$ cat config.mk
export PLATFORM = sky130hd
export DESIGN_NAME = stopwatch_bcd_flat
export DESIGN_NICKNAME = d
export VERILOG_FILES = /design/src/rtl/stopwatch_bcd_pkg.sv /design/src/rtl/stopwatch_bcd_if.sv /design/src/rtl/stopwatch_bcd_digit_counter.sv /design/src/rtl/stopwatch_bcd.sv /design/src/flat_wrapper.sv
export SDC_FILE = /design/constraint.sdc
export NUM_CORES = 1
export LEC_CHECK = 0
export ABC_AREA = 1
export CORE_MARGIN = 4
export CORE_UTILIZATION = 25
export CTS_CLUSTER_DIAMETER = 80
export DETAILED_ROUTE_END_ITERATION = 12
export DONT_BUFFER_PORTS = 1
export GPL_TIMING_DRIVEN = 0
export PLACE_DENSITY_LB_ADDON = 0.15
export REMOVE_ABC_BUFFERS = 1
export SLEW_MARGIN = 10
export SYNTH_ARGS = -nofsm -noshare
export SYNTH_HDL_FRONTEND = slang
export SYNTH_SLANG_ARGS = --single-unit
$ cat constraint.sdc
create_clock -name clk -period 2.4 [get_ports clk]
set_clock_uncertainty 0.1 [all_clocks]
set_input_delay 0.12 -clock clk [delete_from_list [all_inputs] [get_ports clk]]
set_output_delay 0.12 -clock clk [all_outputs]
set_load 0.02 [all_outputs]
$ cat src/rtl/stopwatch_bcd_pkg.sv
// Shared types and constants for the MM:SS.cc stopwatch core.
// Digit index 0 is centisecond units, 5 is minute tens.
package stopwatch_pkg;
  localparam int DIGIT_W    = 4;
  localparam int MOD_DEC    = 10;
  localparam int MOD_SIX    = 6;
  localparam int NUM_DIGITS = 6;

  typedef logic [DIGIT_W-1:0] bcd_t;
  typedef bcd_t [NUM_DIGITS-1:0] time_t;

  typedef enum logic [1:0] {
    IDLE   = 2'b00,
    RUN    = 2'b01,
    PAUSED = 2'b10
  } state_t;

  localparam time_t MAX_TIME = {4'd5, 4'd9, 4'd5, 4'd9, 4'd9, 4'd9};

  // Seconds tens and minutes tens count to 5; every other digit counts to 9.
  function automatic int digit_mod(input int idx);
    return (idx == 3 || idx == 5) ? MOD_SIX : MOD_DEC;
  endfunction
endpackage

$ cat src/rtl/stopwatch_bcd_if.sv
// Control pulses in and display digits/status out for the stopwatch core.
interface stopwatch_bcd_if;
  import stopwatch_pkg::*;
  logic tick, start_stop, clear, lap;
  bcd_t cs_ones, cs_tens, s_ones, s_tens, m_ones, m_tens;
  logic running, lap_active, overflow;

  modport master (
    output tick, start_stop, clear, lap,
    input  cs_ones, cs_tens, s_ones, s_tens, m_ones, m_tens,
    input  running, lap_active, overflow
  );
  modport slave (
    input  tick, start_stop, clear, lap,
    output cs_ones, cs_tens, s_ones, s_tens, m_ones, m_tens,
    output running, lap_active, overflow
  );
endinterface

$ cat src/rtl/stopwatch_bcd_digit_counter.sv
// One BCD digit counting 0..MODULUS-1; carry fires on the wrapping increment.
// q_nxt exposes the value being loaded so the parent can register its display.
module bcd_digit_counter
  import stopwatch_pkg::*;
#(
  parameter int MODULUS = 10
) (
  input  logic clk,
  input  logic reset,
  input  logic clr,
  input  logic inc,
  output bcd_t q,
  output bcd_t q_nxt,
  output logic carry
);
  assign carry = inc && (q == bcd_t'(MODULUS - 1));

  always_comb begin
    q_nxt = q;
    if (clr)      q_nxt = '0;
    else if (inc) q_nxt = carry ? '0 : q + bcd_t'(1);
  end

  always_ff @(posedge clk or posedge reset) begin
    if (reset) q <= '0;
    else       q <= q_nxt;
  end
endmodule

$ cat src/rtl/stopwatch_bcd.sv
// Centisecond stopwatch: run/pause/clear FSM, six chained BCD digits,
// lap freeze register and a registered display mux.
module stopwatch_bcd
  import stopwatch_pkg::*;
#(
  parameter bit ROLLOVER = 1'b1
) (
  input logic             clk,
  input logic             reset,
  stopwatch_bcd_if.slave  sw
);
  state_t                r_state;
  logic                  r_running, r_ovf, r_la;
  time_t                 r_lap, r_disp;
  time_t                 w_live, w_live_nxt, w_lap_nxt;
  logic                  w_la_nxt;
  logic [NUM_DIGITS:0]   w_carry;
  logic                  w_tick_run, w_at_max, w_sat;

  assign w_tick_run = sw.tick && (r_state == RUN) && !sw.clear;
  assign w_at_max   = (w_live == MAX_TIME);
  // Without rollover the count sticks at the max instead of wrapping.
  assign w_sat      = !ROLLOVER && w_at_max;
  assign w_carry[0] = w_tick_run && !w_sat;

  genvar g;
  generate
    for (g = 0; g < NUM_DIGITS; g++) begin : g_dig
      bcd_digit_counter #(.MODULUS(digit_mod(g))) u_dig (
        .clk   (clk),
        .reset (reset),
        .clr   (sw.clear),
        .inc   (w_carry[g]),
        .q     (w_live[g]),
        .q_nxt (w_live_nxt[g]),
        .carry (w_carry[g+1])
      );
    end
  endgenerate

  // Lap captures the pre-increment count, so it samples w_live, not w_live_nxt.
  always_comb begin
    w_lap_nxt = r_lap;
    w_la_nxt  = r_la;
    if (sw.clear) begin
      w_lap_nxt = '0;
      w_la_nxt  = 1'b0;
    end else if (sw.lap && r_state != IDLE) begin
      if (!r_la) begin
        w_lap_nxt = w_live;
        w_la_nxt  = 1'b1;
      end else begin
        w_la_nxt  = 1'b0;
      end
    end
  end

  always_ff @(posedge clk or posedge reset) begin
    if (reset) begin
      r_state   <= IDLE;
      r_running <= 1'b0;
      r_ovf     <= 1'b0;
      r_la      <= 1'b0;
      r_lap     <= '0;
      r_disp    <= '0;
    end else begin
      r_lap  <= w_lap_nxt;
      r_la   <= w_la_nxt;
      r_disp <= w_la_nxt ? w_lap_nxt : w_live_nxt;
      if (sw.clear) begin
        r_state   <= IDLE;
        r_running <= 1'b0;
        r_ovf     <= 1'b0;
      end else begin
        if (w_carry[NUM_DIGITS] || (w_tick_run && w_sat)) r_ovf <= 1'b1;
        if (w_tick_run && w_sat) begin
          r_state   <= PAUSED;
          r_running <= 1'b0;
        end else if (sw.start_stop) begin
          if (r_state == RUN) begin
            r_state   <= PAUSED;
            r_running <= 1'b0;
          end else begin
            r_state   <= RUN;
            r_running <= 1'b1;
          end
        end
      end
    end
  end

  assign sw.cs_ones    = r_disp[0];
  assign sw.cs_tens    = r_disp[1];
  assign sw.s_ones     = r_disp[2];
  assign sw.s_tens     = r_disp[3];
  assign sw.m_ones     = r_disp[4];
  assign sw.m_tens     = r_disp[5];
  assign sw.running    = r_running;
  assign sw.lap_active = r_la;
  assign sw.overflow   = r_ovf;
endmodule

$ cat src/flat_wrapper.sv
// flat-port wrapper written by rule: the top's interface ports become plain ports
module stopwatch_bcd_flat import stopwatch_pkg::*;
#(
  parameter bit ROLLOVER = 1'b1
)
  (clk, reset, sw_tick, sw_start_stop, sw_clear, sw_lap, sw_cs_ones, sw_cs_tens, sw_s_ones, sw_s_tens, sw_m_ones, sw_m_tens, sw_running, sw_lap_active, sw_overflow);
  stopwatch_bcd_if sw_i ();
  input logic clk;
  input logic reset;
  input wire logic [$bits(sw_i.tick)-1:0] sw_tick;
  input wire logic [$bits(sw_i.start_stop)-1:0] sw_start_stop;
  input wire logic [$bits(sw_i.clear)-1:0] sw_clear;
  input wire logic [$bits(sw_i.lap)-1:0] sw_lap;
  output wire logic [$bits(sw_i.cs_ones)-1:0] sw_cs_ones;
  output wire logic [$bits(sw_i.cs_tens)-1:0] sw_cs_tens;
  output wire logic [$bits(sw_i.s_ones)-1:0] sw_s_ones;
  output wire logic [$bits(sw_i.s_tens)-1:0] sw_s_tens;
  output wire logic [$bits(sw_i.m_ones)-1:0] sw_m_ones;
  output wire logic [$bits(sw_i.m_tens)-1:0] sw_m_tens;
  output wire logic [$bits(sw_i.running)-1:0] sw_running;
  output wire logic [$bits(sw_i.lap_active)-1:0] sw_lap_active;
  output wire logic [$bits(sw_i.overflow)-1:0] sw_overflow;
  assign sw_i.tick = sw_tick;
  assign sw_i.start_stop = sw_start_stop;
  assign sw_i.clear = sw_clear;
  assign sw_i.lap = sw_lap;
  assign sw_cs_ones = sw_i.cs_ones;
  assign sw_cs_tens = sw_i.cs_tens;
  assign sw_s_ones = sw_i.s_ones;
  assign sw_s_tens = sw_i.s_tens;
  assign sw_m_ones = sw_i.m_ones;
  assign sw_m_tens = sw_i.m_tens;
  assign sw_running = sw_i.running;
  assign sw_lap_active = sw_i.lap_active;
  assign sw_overflow = sw_i.overflow;
  stopwatch_bcd #(.ROLLOVER(ROLLOVER)) u_core (.clk(clk), .reset(reset), .sw(sw_i));
endmodule
After elaboration in Yosys (flattened, before gate mapping)
Index checks and enable logic that the tools add are counted.
{ "totals": {"word_cells": 81, "reg_bits": 77, "input_bits": 6, "out_inout_bits": 27} }
{ "classes": {"mux": 33, "n_reduce_logical": 13, "n_eq_ne": 7, "add_sub_neg": 6} }
{ "op_table": {"columns": ["op", "n"], "rows": [
  ["$mux 24", 4],
  ["$mux 4", 18],
  ["$add 4x1->4 const B", 6],
  ["$eq 4x4->1 const B", 4],
  ["$logic_and 1x1->1", 9],
  ["$eq 4x3->1 const B", 2],
  ["$mux 1", 8],
  ["$mux 2", 3],
  ["$reduce_bool 2->1", 3],
  ["$eq 2x1->1 const B", 1],
  ["$logic_not 1->1", 1]
]} }

Depth between registers and ports, before layout
Gate-level depths: netlist of the first run.
{ "logic_depth": {"ltp_word": 13, "depth_mapped": 12, "depth_no_buf": 11} }

Hierarchy
From an unflattened synthesis of the first run, not the netlist that was laid out.
{ "hier_totals": {"cells_unflattened": 521, "hier_area_um2": 3993.8} }
{ "modules_own_cells": {"columns": ["module", "n_inst", "area_per_inst_um2", "cells_per_inst", "seq_area_each_um2"], "rows": [
  ["stopwatch_bcd", 1, 2544.9, 337, 1301.2],
  ["bcd_digit_counter (u_core.g_dig[0].u_dig ...)", 4, 242.7, 31, 100.1],
  ["bcd_digit_counter (u_core.g_dig[3].u_dig ...)", 2, 239.0, 30, 100.1]
]} }

Worst setup path after synthesis of the first run
No wires, ideal clock.
{ "synth_path": {"path_type": "register to register", "from": "reg u_core.g_dig[0].u_dig.q[1]", "to": "reg u_core.r_disp (netlist bit u_core.sw.m_tens[0])", "required_ns": 2.183, "slack_ns": 0.647, "setup_ns": 0.117, "synth_period_minus_slack_ns": 1.753, "stages_incl_launch_ff": 13, "t_arrival_ns": 1.536, "cell_sequence": "dfrtp_1 > inv_1 > ha_1 > nand3_2 > inv_2 > nand3_4 > nor2_4 > buf_6 > nand4_2 > nand2_2 > inv_2 > nand3_1 > nand2_1"} }
{ "synth_between": {"elab_chain_len": 11} }
{ "synth_rtl": {"columns": ["element", "line", "rtl"], "rows": [
  ["start: declaration", "stopwatch_bcd_digit_counter.sv:12", "output bcd_t q,"],
  ["start signal: assignment", "stopwatch_bcd_digit_counter.sv:26", "else q <= q_nxt;"],
  ["$eq 4x4->1 (*)", "stopwatch_bcd_digit_counter.sv:16", "assign carry = inc && (q == bcd_t'(MODULUS - 1));"],
  ["$logic_and 1x1->1 (*) (5 in series)", "stopwatch_bcd_digit_counter.sv:16", null],
  ["$logic_and 1x1->1", "stopwatch_bcd_digit_counter.sv:16", null],
  ["$mux 4", "stopwatch_bcd_digit_counter.sv:21", "else if (inc) q_nxt = carry ? '0 : q + bcd_t'(1);"],
  ["$mux 4 (*)", "stopwatch_bcd_digit_counter.sv:21", null],
  ["$mux 4 (*)", "stopwatch_bcd_digit_counter.sv:20", "if (clr) q_nxt = '0;"],
  ["$mux 24 (*)", "stopwatch_bcd.sv:69", "r_disp <= w_la_nxt ? w_lap_nxt : w_live_nxt;"],
  ["end signal: assignment", "stopwatch_bcd.sv:69", null],
  ["end: declaration", "stopwatch_bcd.sv:14", "time_t r_lap, r_disp;"]
]} }
Mark *: on every way between the ends. The rest lies on a longest branch, timed or not.
A chain may end at the register's enable or synchronous reset.

Final worst setup path of the first run
{ "layout_path": {"from": "reg u_core.r_state[0]", "to": "reg u_core.r_disp (netlist bit u_core.sw.m_ones[3])"} }
{ "layout_lines": {"columns": ["element", "line", "rtl"], "rows": [
  ["start: declaration", "stopwatch_bcd.sv:12", "state_t r_state;"],
  ["start signal: assignment", "stopwatch_bcd.sv:60", "r_state <= IDLE;"],
  ["start signal: assignment", "stopwatch_bcd.sv:71", "r_state <= IDLE;"],
  ["start signal: assignment", "stopwatch_bcd.sv:77", "r_state <= PAUSED;"],
  ["$reduce_bool 2->1", "stopwatch_bcd.sv:48", "end else if (sw.lap && r_state != IDLE) begin"],
  ["$logic_and 1x1->1", "stopwatch_bcd.sv:48", null],
  ["$mux 1", "stopwatch_bcd.sv:48", null],
  ["$mux 1", "stopwatch_bcd.sv:45", "if (sw.clear) begin"],
  ["via u_core.w_la_nxt", "stopwatch_bcd.sv:16", "logic w_la_nxt;"],
  ["$mux 24", "stopwatch_bcd.sv:69", null]
]} }
The timed path passes the listed nets, and every way through them passes these cells.

==> flow_metrics.env, run 1 <==
export IMPL_status="finished clean"
export IMPL_r2r_slack_ps=210
export IMPL_syn_inst=392
export IMPL_antenna_cells=0
export IMPL_grtUsageTotal_pct=11.7
export IMPL_clk_pin_slew_ps=60
export IMPL_hold_violations=0
export IMPL_die_area_um2=16300
export IMPL_netlist_area_um2=3590
export IMPL_endpoint="u_core.sw.m_ones[3]$_DFF_PP0_"
export IMPL_ir_drop_mv=0.339
export IMPL_synth_distinct_cells=37
export IMPL_holdWs_ps=30.8
export IMPL_totalWireLength_um=8960
export IMPL_top_layer="met4"
export IMPL_setup_slack_ps=215
export IMPL_start_kind="register"
export IMPL_routed_wl_met3_um=363
export IMPL_avgSynthCellArea_um2=9.16
export IMPL_worstReg2RegEnd="u_core.sw.m_ones[3]$_DFF_PP0_"
export IMPL_max_cap_violations=0
export IMPL_port_buffers=0
export IMPL_rsz0062_at_grt="no"
export IMPL_final_util_pct=29.9
export IMPL_netlist_area_leader_share_pct=53.0
export IMPL_switchingPower_mw=0.735
export IMPL_cts_root_buf="clkbuf_16"
export IMPL_ys_top_cells_by_area="dfrtp_1, nand2_1, o21ai_0, inv_1, ha_1"
export IMPL_area_growth_syn_to_layout_pct=16.5
export IMPL_insertion_delay_ps=340
export IMPL_power_frac_seq_pct=45.0
export IMPL_synth_seq_area_share_pct=53.0
export IMPL_period_needed_ps=2190
export IMPL_io_pins=33
export IMPL_worstMarginPinSlew_ps=771
export IMPL_clkPwrFrac_pct=47.7
export IMPL_die_y_um=128
export IMPL_drc=0
export IMPL_htreeDepth=3
export IMPL_wl_per_cell_um=15.4
export IMPL_power_mw=3.06
export IMPL_initial_utilization_pct=25.7
export IMPL_relSlewSlack_pct=48.5
export IMPL_num_vias=2590
export IMPL_powerDensity_nw_per_um2=730
export IMPL_cp_data_arrival_time_ps=2320
export IMPL_mostFrequentLayoutCells="nand2_1, dfrtp_1, inv_1"
export IMPL_swShare_pct=24.1
export IMPL_clock_sinks=76
export IMPL_wl_met1_um=4390
export IMPL_num_rows=43
export IMPL_dr_pass1_iters=4
export IMPL_fp_coreArea_um2=14000
export IMPL_combPwrFrac_pct=7.3
export IMPL_wl_met2_um=4010
export IMPL_nets=414
export IMPL_p_int_mw=2.32
export IMPL_endpoint_kind="register"
export IMPL_die_w_um=128
export IMPL_critPathMaxFanout=31
export IMPL_place_ws_ps=-1880
export IMPL_synth_seq_cells=76
export IMPL_ant_nets=0
export IMPL_grt_pass1_wl_um=14600
export IMPL_fmax_mhz=458
export IMPL_ff2ff_path_depth=7
export IMPL_cts_made_buffers=9
export IMPL_final_cells=581
export IMPL_cts_buffer_depth=2
export IMPL_hold_class="in -> reg"
export IMPL_place_congestion=0.750
export IMPL_yosysWarnings=0
export IMPL_startpoint="u_core.r_state[0]$_DFFE_PP0P_"
export IMPL_drt_vias_per_instance=4.46
export IMPL_grt_overflow=0
export IMPL_period_share_pct=91.0
export IMPL_setup_violations=0
export IMPL_r2r_start="u_core.r_state[0]$_DFFE_PP0P_"
export IMPL_drt_initial_drc_count=143
export IMPL_yosysTopAreaCell="dfrtp_1"
export IMPL_slew_violations=0
export IMPL_antenna_found_initial=0
export IMPL_dp_hpwl_um=5270
export IMPL_drive_gt1_share_pct=14.2
export IMPL_dp_cells=559
export IMPL_grt_pass1_vias=2643
export IMPL_p_leak_nw=2.14
export IMPL_grt_max_degree=60
export IMPL_crit_type="reg -> reg"
export IMPL_cp_required_ps=2530
export IMPL_cts_tree="yes"
-- per-stage QoR --
stage | TNS, ps | area [µm²]
2_1_floorplan | -2480 | 3510
3_3_place_gp | -94770 | 3740
3_5_place_dp | -33210 | 3770
4_1_cts | 0 | 4160
5_1_grt | 0 | 4180
6_report | 0 | 4180
-- layer usage --
metal  track usage, %  vias to the layer above
li1                 -                     1273
met1             16.0                     1259
met2             17.2                       48
met3             2.88                       10
met4             5.81                        0
met5                0                        -
-- synthesized netlist by cell type --
| cell type | number |
|---|---|
| nand2_1 | 78 |
| dfrtp_1 | 76 |
| inv_1 | 47 |
| o21ai_0 | 40 |
| nand3_1 | 21 |
| a21oi_1 | 20 |
| nor2_1 | 18 |
| ha_1 | 12 |
| inv_2 | 7 |
| nor2_2 | 7 |
| nand4_1 | 6 |
| o211ai_1 | 6 |
| buf_2 | 5 |
| xor2_1 | 5 |
| clkbuf_1 | 4 |
| nand2_2 | 4 |
| o21ai_1 | 4 |
| nor2_4 | 3 |
| or2_2 | 3 |
| buf_1 | 2 |
| buf_6 | 2 |
| nand3_2 | 2 |
| nor2_8 | 2 |
| nor3_1 | 2 |
| o21ai_2 | 2 |
| o31ai_1 | 2 |
| xnor2_1 | 2 |
| a211oi_1 | 1 |
| a21o_1 | 1 |
| a31oi_1 | 1 |
| and3_1 | 1 |
| clkbuf_2 | 1 |
| nand2_4 | 1 |
| nand3_4 | 1 |
| nand4_2 | 1 |
| nand4_4 | 1 |
| xor2_2 | 1 |
-- repair_timing --
item / CTS / global route
gates cloned: 2 / 0
pin swaps: 1 / 0
gates resized for setup: 5 / 3
endpoints found under the setup margin: 25 / 21
hold buffers: 3 / 0
endpoints found under the hold margin: 96 / 0
setup buffers: 1 / 0
-- registers in the layout (all words and copies together), names as in the netlist --
signal	flops
u_core.sw.m_tens	4
u_core.sw.m_ones	4
u_core.g_dig.u_dig.q	24
u_core.sw.s_tens	4
u_core.sw.lap_active	1
u_core.sw.cs_tens	4
u_core.r_lap	24
u_core.sw.overflow	1
u_core.sw.cs_ones	4
u_core.sw.s_ones	4
u_core.r_state	2
-- cell families after synthesis --
kind of cell             count (synthesis)  share of synthesized area [%]
AND/OR/NAND/NOR                        151                           21.3
AO/OA/AOI/OAI                           77                           11.7
flip-flops                              76                           53.0
buffers and inverters                   68                           7.74
adder cells (fa/ha/maj)                 12                           4.18
XOR/XNOR                                 8                           2.16
-- how the worst min path moves through the flow --
stage                         from                              endpoint  slack [ps]  depth (start not counted)
after floorplan           sw_clear  u_core.g_dig[5].u_dig.q[2]$_DFF_PP0_          90                          1
after global placement    sw_clear  u_core.g_dig[5].u_dig.q[3]$_DFF_PP0_          90                          1
after detailed placement     reset         u_core.r_state[0]$_DFFE_PP0P_        -140                          1
after CTS                  sw_tick  u_core.g_dig[0].u_dig.q[0]$_DFF_PP0_           8                          4
after global routing       sw_tick  u_core.g_dig[0].u_dig.q[0]$_DFF_PP0_          40                          4
final                      sw_tick  u_core.g_dig[0].u_dig.q[0]$_DFF_PP0_          30                          4
-- critical path: stages, from the launching register on --
cell     delay (ps)
dfrtp_1         510
o21ai_4         330
nor2_4          100
inv_2           210
nand2_8         220
nand2_8         200
inv_1           130
o21ai_0         260
-- layout make-up --
| class | instances | area, µm² |
|---|---|---|
| multi-input combinational | 250 | 1470 |
| clock inverter | 5 | 75.1 |
| tap | 180 | 225 |
| clock buffer | 11 | 243 |
| inverter | 54 | 205 |
| timing repair buffer | 5 | 65.1 |
| fill | 1460 | 9810 |
| sequential | 76 | 1900 |
-- power groups by stage --
stage	Combinational (mW)	Clock, mW	Sequential, mW
after floorplan	0.132	0	1.39
after global placement	0.185	0	1.40
after detailed placement	0.194	0	1.40
after CTS	0.223	1.51	1.37
after global routing	0.251	1.56	1.38
final	0.222	1.46	1.38
(Power assumes the default switching activity.)
==> inputs of run 2 (changes only) <==
==> constraint.sdc (replaced) <==
create_clock -name clk -period 2.6 [get_ports clk]
set_clock_uncertainty 0.1 [all_clocks]
set_input_delay 0.13 -clock clk [delete_from_list [all_inputs] [get_ports clk]]
set_output_delay 0.13 -clock clk [all_outputs]
set_load 0.02 [all_outputs]
==> run 2 against run 1 <==
  * Utilization decreased by 0.21 points
  * Count of clock-buffer cells in the layout unchanged
  * Sequential share of layout area is 0.32 points higher
  * Critical path type unchanged
  * Register-to-register slack hardly changed
  * Via count increased by 0.85%
  * Worst setup slack better by 5.5 ps
  * Highest routed layer unchanged
  * Final cell count shrank 0.17%
  * Final area down 0.69%
  * Combinational power shrank 12%
  * Hold slack better by 3.4 ps
  * Maximum frequency down 8.2%
==> flow_metrics.env, run 2 (synthesis gave the netlist of run 1 again) <==
export IMPL_status="finished clean"
export IMPL_antenna_found_initial=0
export IMPL_die_w_um=128
export IMPL_nets=413
export IMPL_r2r_slack_ps=220
export IMPL_final_cell_area_um2=4150
export IMPL_power_frac_seq_pct=45.1
export IMPL_grt_pass1_wl_um=14600
export IMPL_slew_violations=0
export IMPL_postCtsSetupBuffers=0
export IMPL_relSlewSlack_pct=25.5
export IMPL_worstMarginPinSlew_ps=1120
export IMPL_placed_area_um2=3770
export IMPL_ant_nets=0
export IMPL_critPathMaxFanout=31
export IMPL_cts_made_buffers=9
export IMPL_grtUsageTotal_pct=11.6
export IMPL_clock_sinks=76
export IMPL_mostFrequentLayoutCells="nand2_1, dfrtp_1, inv_1"
export IMPL_rsz0062_at_grt="no"
export IMPL_dp_hpwl_um=5270
export IMPL_antenna_cells=0
export IMPL_hold_depth=4
export IMPL_area_growth_syn_to_layout_pct=15.7
export IMPL_period_needed_ps=2380
export IMPL_hold_violations=0
export IMPL_cp_required_ps=2700
export IMPL_worstReg2RegEnd="u_core.sw.m_ones[3]$_DFF_PP0_"
export IMPL_drive_gt1_share_pct=14.0
export IMPL_switchingPower_mw=0.673
export IMPL_place_congestion=0.750
export IMPL_crit_type="reg -> reg"
export IMPL_max_cap_violations=0
export IMPL_port_buffers=0
export IMPL_drc=0
export IMPL_htreeDepth=3
export IMPL_ff2ff_path_depth=7
export IMPL_cp_data_arrival_time_ps=2480
export IMPL_largestRegisters="u_core.g_dig.u_dig.q x24, u_core.r_lap x24"
export IMPL_endpoint="u_core.sw.m_ones[3]$_DFF_PP0_"
export IMPL_ir_drop_mv=0.314
export IMPL_clk_pin_slew_ps=60
export IMPL_period_share_pct=91.5
export IMPL_num_rows=43
export IMPL_grt_pass1_vias=2638
export IMPL_place_ws_ps=-1680
export IMPL_r2r_start="u_core.r_state[0]$_DFFE_PP0P_"
export IMPL_combPwrFrac_pct=7.0
export IMPL_p_leak_nw=2.14
export IMPL_setup_slack_ps=220
export IMPL_drt_vias_per_instance=4.50
export IMPL_clkPwrFrac_pct=47.9
export IMPL_drt_initial_drc_count=139
export IMPL_grt_overflow=0
export IMPL_fmax_mhz=420
export IMPL_initial_utilization_pct=25.7
export IMPL_wl_per_cell_um=15.3
export IMPL_num_vias=2612
export IMPL_dr_pass1_iters=4
export IMPL_setup_violations=0
export IMPL_grt_max_degree=60
export IMPL_fp_coreArea_um2=14000
export IMPL_totalWireLength_um=8850
export IMPL_die_y_um=128
export IMPL_power_mw=2.81
export IMPL_swShare_pct=24.0
export IMPL_insertion_delay_ps=340
export IMPL_powerDensity_nw_per_um2=677
export IMPL_endpoint_kind="register"
export IMPL_die_area_um2=16300
export IMPL_cts_buffer_depth=2
export IMPL_startpoint="u_core.r_state[0]$_DFFE_PP0P_"
export IMPL_final_setup_tns_ps=0
export IMPL_start_kind="register"
export IMPL_p_int_mw=2.14
export IMPL_final_util_pct=29.7
export IMPL_cts_root_buf="clkbuf_16"
export IMPL_io_pins=33
export IMPL_cts_tree="yes"
export IMPL_hold_class="in -> reg"
-- run 2: cell types whose count changed in the layout (fill, tap and decap cells not counted) --
cell / before / now
o21ai_2: 1 / 2
nor2_4: 4 / 3
buf_4: 1 / 0
nor2_2: 8 / 9
nand2_8: 2 / 1
o21ai_4: 1 / 0
nand2_4: 1 / 2
-- run 2: what timing repair did --
action                     4_1_cts  5_1_grt
pin swaps                        1        0
gates resized for setup          4        1
setup endpoints to repair       25        3
hold buffers                     3        0
hold endpoints to repair        94        0
cloned                           2        0
-- run 2: area by class of cell --
| type | instances | area, µm² |
|---|---|---|
| Inverter | 54 | 205 |
| Timing Repair Buffer | 4 | 57.6 |
| Sequential cell | 76 | 1900 |
| Tap cell | 180 | 225 |
| Fill cell | 1464 | 9830 |
| Clock buffer | 11 | 243 |
| Multi-Input combinational cell | 250 | 1450 |
| Clock inverter | 5 | 75.1 |
-- run 2: stage by stage --
| step | hold slack (ps) | cells |
|---|---|---|
| global route | 49.2 | 580 |
| CTS | 18.0 | 580 |
| floorplan | 95.8 | 378 |
| global placement | 101 | 558 |
| detailed placement | -128 | 559 |
| finish | 34.3 | 580 |
-- run 2: worst min-delay path by stage --
stage | from | slack (ps) | end
2_1_floorplan | sw_clear | 100 | u_core.g_dig[5].u_dig.q[2]$_DFF_PP0_
3_3_place_gp | sw_clear | 100 | u_core.g_dig[5].u_dig.q[3]$_DFF_PP0_
3_5_place_dp | reset | -130 | u_core.r_state[0]$_DFFE_PP0P_
4_1_cts | sw_tick | 20 | u_core.g_dig[0].u_dig.q[0]$_DFF_PP0_
5_1_grt | sw_tick | 50 | u_core.g_dig[0].u_dig.q[0]$_DFF_PP0_
6_report | sw_tick | 30 | u_core.g_dig[0].u_dig.q[0]$_DFF_PP0_
-- run 2: power groups by stage --
stage | clock [mW] | combinational, mW | sequential [mW]
final | 1.35 | 0.196 | 1.27
after global routing | 1.44 | 0.224 | 1.27
after CTS | 1.39 | 0.201 | 1.27
after detailed placement | 0 | 0.179 | 1.29
after global placement | 0 | 0.171 | 1.29
after floorplan | 0 | 0.122 | 1.28
-- run 2: per-layer routing --
metal	vias up	share of wire, %	global-route usage (%)
li1	1275	-	-
met1	1259	48	15.8
met2	67	45	17.1
met3	11	5.0	2.88
met4	0	2.2	5.81
met5	-	0	0
-- run 2: worst max-delay path, cell delays in order, from the launching register on --
cell     delay, ps
dfrtp_1        550
o21ai_2        190
nor2_4         370
inv_2          200
nand2_8        240
nand2_4        200
inv_1          220
o21ai_0        150
